[config.mk]
export PLATFORM = sky130hd
export DESIGN_NAME = sound_player
export DESIGN_NICKNAME = d
export VERILOG_FILES = /design/src/rtl/sound_pkg.sv /design/src/rtl/sound_player_tone_divider.sv /design/src/rtl/sound_player.sv
export SDC_FILE = /design/constraint.sdc
export NUM_CORES = 1
export LEC_CHECK = 0
export ABC_AREA = 1
export CORE_UTILIZATION = 45
export CTS_BUF_LIST = sky130_fd_sc_hd__clkbuf_4 sky130_fd_sc_hd__clkbuf_8
export DETAILED_ROUTE_END_ITERATION = 8
export GPL_TIMING_DRIVEN = 0
export PLACE_DENSITY = 0.64
export SLEW_MARGIN = 20
export SYNTH_ARGS = -nofsm -noshare
export SYNTH_HDL_FRONTEND = slang
export SYNTH_SLANG_ARGS = --single-unit
[constraint.sdc]
create_clock -name clk -period 1.93 [get_ports clk]
set_input_delay 0.2895 -clock clk [delete_from_list [all_inputs] [get_ports clk]]
set_output_delay 0.2895 -clock clk [all_outputs]
set_load 0.1 [all_outputs]
[src/rtl/sound_pkg.sv]
// Sound-interface definitions shared by the logo-motion block and sound_player.
package sound_pkg;

    // Sound codes carried on code_sound.
    localparam logic [1:0] SND_STOP = 2'b00;
    localparam logic [1:0] SND_PONG = 2'b01;
    localparam logic [1:0] SND_PING = 2'b10;
    localparam logic [1:0] SND_GO   = 2'b11;

    typedef enum logic [1:0] {
        ST_IDLE = 2'd0,
        ST_TONE = 2'd1,
        ST_GO2  = 2'd2
    } state_t;

    // Largest of three values; sizes the shared half-period counter.
    function automatic int max3(input int a, input int b, input int c);
        int m;
        m = (a > b) ? a : b;
        return (m > c) ? m : c;
    endfunction

endpackage

[src/rtl/sound_player_tone_divider.sv]
// Square-wave divider: toggles o_sq every (i_last + 1) enabled clocks.
// A restart latches the new terminal count and parks the output low.
module tone_divider
    import sound_pkg::*;
#(
    parameter int HW = 4
)(
    input  logic          clk,
    input  logic          clr,
    input  logic [HW-1:0] i_last,
    input  logic          i_restart,
    input  logic          i_enable,
    output logic          o_sq
);

    logic [HW-1:0] r_last;
    logic [HW-1:0] r_cnt;
    logic          r_sq;

    // Half-period counter 0..last; wraps and toggles the output at last.
    always_ff @(posedge clk or posedge clr) begin
        if (clr) begin
            r_last <= '0;
            r_cnt  <= '0;
            r_sq   <= 1'b0;
        end else if (i_restart) begin
            r_last <= i_last;
            r_cnt  <= '0;
            r_sq   <= 1'b0;
        end else if (i_enable) begin
            if (r_cnt == r_last) begin
                r_cnt <= '0;
                r_sq  <= ~r_sq;
            end else begin
                r_cnt <= r_cnt + HW'(1);
            end
        end
    end

    assign o_sq = r_sq;

endmodule

[src/rtl/sound_player.sv]
// Tone generator for the logo-motion sound interface: each new non-stop code
// plays a fixed-length square-wave burst on the speaker pin.
//
// state   | meaning
// --------+---------------------------------------------------------------
// ST_IDLE | silent; speaker 0, busy 0, playing 00
// ST_TONE | first (or only) segment at the half-period of the playing code
// ST_GO2  | second segment of a go event, at the ping half-period
module sound_player
    import sound_pkg::*;
#(
    parameter int CLK_HZ    = 25_000_000,
    parameter int PING_HALF = 14205,
    parameter int PONG_HALF = 28409,
    parameter int GO_HALF   = 18939,
    parameter int DUR       = 2_500_000
)(
    input  logic       clk,
    input  logic       clr,
    input  logic       mute,
    input  logic [1:0] code_sound,
    output logic       speaker,
    output logic       busy,
    output logic [1:0] playing
);

    localparam int HW = $clog2(max3(PING_HALF, PONG_HALF, GO_HALF));
    localparam int DW = $clog2(DUR);

    // Terminal counts are stored as HALF-1 / DUR-1 so they fit the counter width.
    localparam logic [HW-1:0] PING_LAST = HW'(PING_HALF - 1);
    localparam logic [HW-1:0] PONG_LAST = HW'(PONG_HALF - 1);
    localparam logic [HW-1:0] GO_LAST   = HW'(GO_HALF - 1);
    localparam logic [DW-1:0] DUR_LAST  = DW'(DUR - 1);

    if (PING_HALF < 2 || PONG_HALF < 2 || GO_HALF < 2 || DUR < 2 || CLK_HZ <= 0) begin : g_param_check
        $error("sound_player: every half-period and DUR must be at least 2");
    end

    state_t        r_state;
    state_t        w_state_nxt;
    logic [1:0]    r_code_q;
    logic [DW-1:0] r_dur;
    logic          r_busy;
    logic [1:0]    r_playing;

    logic          w_trig;
    logic          w_dur_done;
    logic          w_load_go2;
    logic          w_restart;
    logic          w_enable;
    logic [HW-1:0] w_last_sel;
    logic          w_busy_nxt;
    logic [1:0]    w_playing_nxt;
    logic          w_sq;

    // A new, non-stop code while unmuted starts a tone.
    assign w_trig     = (code_sound != r_code_q) && (code_sound != SND_STOP) && !mute;
    assign w_dur_done = (r_dur == DUR_LAST);

    // State register.
    always_ff @(posedge clk or posedge clr) begin
        if (clr) begin
            r_state <= ST_IDLE;
        end else begin
            r_state <= w_state_nxt;
        end
    end

    // Next state: mute beats a trigger, a trigger beats segment completion.
    always_comb begin
        w_state_nxt = r_state;
        if (mute) begin
            w_state_nxt = ST_IDLE;
        end else if (w_trig) begin
            w_state_nxt = ST_TONE;
        end else begin
            case (r_state)
                ST_TONE: begin
                    if (w_dur_done) begin
                        w_state_nxt = (r_playing == SND_GO) ? ST_GO2 : ST_IDLE;
                    end
                end
                ST_GO2: begin
                    if (w_dur_done) begin
                        w_state_nxt = ST_IDLE;
                    end
                end
                default: w_state_nxt = ST_IDLE;
            endcase
        end
    end

    // Per-transition controls for the divider, duration counter and status outputs.
    always_comb begin
        w_load_go2    = (r_state == ST_TONE) && (w_state_nxt == ST_GO2);
        w_restart     = w_trig || w_load_go2 || (w_state_nxt == ST_IDLE);
        w_enable      = !w_restart;
        w_last_sel    = PING_LAST;
        if (w_trig) begin
            case (code_sound)
                SND_PONG: w_last_sel = PONG_LAST;
                SND_GO:   w_last_sel = GO_LAST;
                default:  w_last_sel = PING_LAST;
            endcase
        end
        w_busy_nxt    = (w_state_nxt != ST_IDLE);
        w_playing_nxt = r_playing;
        if (w_state_nxt == ST_IDLE) begin
            w_playing_nxt = SND_STOP;
        end else if (w_trig) begin
            w_playing_nxt = code_sound;
        end
    end

    // Previous code; updates while muted so a muted change is swallowed.
    always_ff @(posedge clk or posedge clr) begin
        if (clr) begin
            r_code_q <= SND_STOP;
        end else begin
            r_code_q <= code_sound;
        end
    end

    // Segment duration counter 0..DUR-1, cleared at every segment start and in idle.
    always_ff @(posedge clk or posedge clr) begin
        if (clr) begin
            r_dur <= '0;
        end else if (w_restart) begin
            r_dur <= '0;
        end else begin
            r_dur <= r_dur + DW'(1);
        end
    end

    // Registered status outputs.
    always_ff @(posedge clk or posedge clr) begin
        if (clr) begin
            r_busy    <= 1'b0;
            r_playing <= SND_STOP;
        end else begin
            r_busy    <= w_busy_nxt;
            r_playing <= w_playing_nxt;
        end
    end

    tone_divider #(
        .HW (HW)
    ) u_tone_divider (
        .clk       (clk),
        .clr       (clr),
        .i_last    (w_last_sel),
        .i_restart (w_restart),
        .i_enable  (w_enable),
        .o_sq      (w_sq)
    );

    assign speaker = w_sq;
    assign busy    = r_busy;
    assign playing = r_playing;

endmodule

==> impl_metrics.toml <==
[die]
die_w_um = 82.65
rows = 29
die-area_um2 = 6830
initial_utilization_pct = 46.35
coreArea_um2 = 6314
io_pins = 9
die_y_um = 82.65

[route]
route.detailed.drc = 0
wl_per_cell_um = 11.97
drtPass1Iterations = 5
routed_wl_um = 5255
final_antenna_net_count = 0
initialDrtViolationCount = 84
vias = 2140
vias_per_cell = 4.875

[clock_tree]
root_buffer = "clkbuf_8"
cts_sinks = 51
htreeDepth = 2
cts_made_buffers = 5
cts_max_path_buffers = 2
holdBufCountCts = 0
cts_tree = "done"
insertion_delay_ns = 0.31
clkTransAtPathRegs_ns = 0.11

[logic_synthesis]
synth_warnings = 0
synth_seq_cells = 51
synth_area_per_cell_um2 = 8.762
synth_edf_count = 0
syn-num-nets = 343
ys.flop_type = "dfrtp_1"
syn-instance-count = 334
synthArstFlopShare_pct = 100.0
seq_area_frac_synth_pct = 43.61
syn_area_um2 = 2927
synth_cell_type_count = 36

[flow_run]
maxCapViolCount = 0

[critical_path]
start_kind = "flip-flop"
worstPathRequired_ns = 1.64
crit_chain = "dlygate4sd2_1"
crit_family = "buffers and inverters"
path_class = "flip-flop to primary output"
critPathBufInv = 1
worstReg2RegStart = "r_dur[0]$_DFF_PP0_"
r2r.worst_path.cells = 11
cp.arrival_ns = 1.57
r2r-end = "u_tone_divider.r_cnt[9]$_DFF_PP0_"
max_stage_delay_ns = 0.87
cpMaxStageDelayCell = "dlygate4sd2_1"
crit_fanout = 3
ff2ff_setup_slack_ns = 0.11
cp-end-kind = "primary output"

[cells_and_area]
finalInstanceArea_um2 = 3358
stdcell_count = 439
multi_input_area_um2 = 1479
drive_above_1_share_pct = 22.93
areaGrowthSynthToFinish_pct = 14.75
register_area_um2 = 1276
fin_nets = 370
nFillCells = 601
n_antenna_cell = 0

[pwr]
switching_power_uw = 557.7
p_sw_share_pct = 27.89
seq_power_share_pct = 55.4
pwr-share-comb_pct = 12.2
p_leak_nw = 1.427
p_clk_share_pct = 32.4
p_int_mw = 1.442
p_per_area_nw_per_um2 = 595.4
vdd_ir_drop_max_uv = 449.4
power.total_mw = 1.999

[sta]
worstMarginPinSlew_ns = 0.9551
hold_viol = 0
period_minus_slack_ns = 1.861
period_share_pct = 96.43
worst_slack_ns = 0.06881
setup_viol = 0
finClkSkew_ns = 0.01476
fmax_mhz = 537.3
final-max-slew-violation-count = 0
holdWs_ns = 0.3630
slew_headroom_pct = 36.58

[global_route]
grt_max_degree = 28
grt_pass1_vias = 1952
overflow = 0
grt.total_usage_pct = 17.32
grt_pass1_wl_um = 8935
antenna_found_initial = 0

[placement]
dp_cells = 420
place_area_um2 = 3123
place.gp.congestion = 0.7603
port_buffers = 8
hpwlAfterDp_um = 3845
pre_cts_slack_ns = -0.1390

[worst_hold_path]
min_path_type = "input pin to asynchronous set/reset pin"

[status]
status = "finished clean"
-- cells in the final DEF, fill, tap and decap left out, types with 2 or more instances in the layout --
cell type	synthesis	layout
a21oi_1	2	2
clkbuf_8	0	5
nand2_4	2	2
inv_1	39	38
nand2_2	3	3
inv_2	1	2
nand3_4	1	2
nand2_8	2	2
nor3_1	9	8
dfrtp_1	51	51
dlygate4sd2_1	0	4
nand4_1	5	5
o22ai_1	3	3
nor2_4	12	13
xnor2_1	8	8
buf_4	0	10
nor3_2	3	4
clkdlybuf4s50_1	0	4
ha_1	4	3
nand2_1	61	61
nor2_1	32	31
buf_12	1	2
xor2_1	17	17
o21ai_1	2	4
o21ai_0	10	8
nor2_2	23	23
clkinv_4	1	2
a21oi_4	2	2
or2_0	2	2
nand3_1	27	26
-- per-stage QoR --
step	utilization (%)	setup TNS (ns)
6_report	53.19	0
5_1_grt	53.19	-0.007847
3_5_place_dp	49.46	-3.064
4_1_cts	51.15	0
3_3_place_gp	49.15	-33.55
2_1_floorplan	-	0
-- cell families after synthesis --
family	after synthesis	synth area share (%)
and+or+nand+nor	187	35.27
xor gates and xnor gates	25	7.482
DFF	51	43.61
buffers and inverters	46	7.225
AOI/OAI and AO/OA	21	4.703
adders and majority gates	4	1.710
-- metal layers --
layer | vias up | share of wire (%) | routed length [um] | GRT usage [%]
met3 | 2 | 2.8 | 147 | 3.626
li1 | 1113 | - | - | -
met4 | 0 | 0.70 | 37 | 5.000
met5 | - | 0 | 0 | 0
met1 | 1000 | 51 | 2665 | 24.47
met2 | 25 | 46 | 2405 | 26.56
-- state kept, by name (all words and copies together), names as in the netlist --
signal / flops
r_state: 2
r_code_q: 2
playing: 2
u_tone_divider.r_cnt: 15
u_tone_divider.r_last: 6
busy: 1
u_tone_divider.o_sq: 1
r_dur: 22
-- area by class of cell --
type | count | area share, %
Timing Repair Buffer | 20 | 5.812
Multi-Input combinational cell | 237 | 44.04
Clock inverter | 3 | 0.8197
Buffer | 4 | 1.528
Clock buffer | 5 | 2.049
Tap cell | 77 | 2.869
Sequential cell | 51 | 38.00
Inverter | 42 | 4.881
-- power by group through the flow --
stage          registers (mW)  clock network, mW  logic [mW]
6_report                 1.11              0.648       0.244
5_1_grt                  1.11              0.722       0.272
4_1_cts                  1.11              0.680       0.222
3_5_place_dp             1.13                  0       0.222
3_3_place_gp             1.13                  0       0.215
2_1_floorplan            1.16                  0       0.133
-- timing repair --
action,CTS,global route
pin swaps,0,5
buffers inserted,1,9
setup endpoints to repair,12,32
cloned,0,1
gates resized for setup,5,10
-- cell usage after synthesis (3+ instances only) --
cell type | n | area (um2)
dfrtp_1 | 51 | 1276
ha_1 | 4 | 50.05
inv_1 | 39 | 146.4
nand2_1 | 61 | 229.0
nand2_2 | 3 | 18.77
nand3_1 | 27 | 135.1
nand4_1 | 5 | 31.28
nor2_1 | 32 | 120.1
nor2_2 | 23 | 143.9
nor2_4 | 12 | 135.1
nor3_1 | 9 | 45.04
nor3_2 | 3 | 30.03
o21ai_0 | 10 | 50.05
o22ai_1 | 3 | 18.77
xnor2_1 | 8 | 70.07
xor2_1 | 17 | 148.9
-- worst max path at each step --
stage / from / end / slack (ns) / cells past startpoint
after CTS: r_dur[0]$_DFF_PP0_ / u_tone_divider.r_cnt[11]$_DFF_PP0_ / 0.02 / 11
after global routing: r_dur[0]$_DFF_PP0_ / u_tone_divider.r_cnt[7]$_DFF_PP0_ / -0.005 / 12
final: playing[1]$_DFFE_PP0P_ / playing[1] / 0.07 / 1
after detailed placement: code_sound[1] / u_tone_divider.r_cnt[8]$_DFF_PP0_ / -0.14 / 10
after global placement: clr / r_code_q[0]$_DFF_PP0_ / -0.61 / 2
after floorplan: playing[0]$_DFFE_PP0P_ / u_tone_divider.r_cnt[13]$_DFF_PP0_ / 0.05 / 7
No activity file was read; power rests on OpenSTA's default activity.
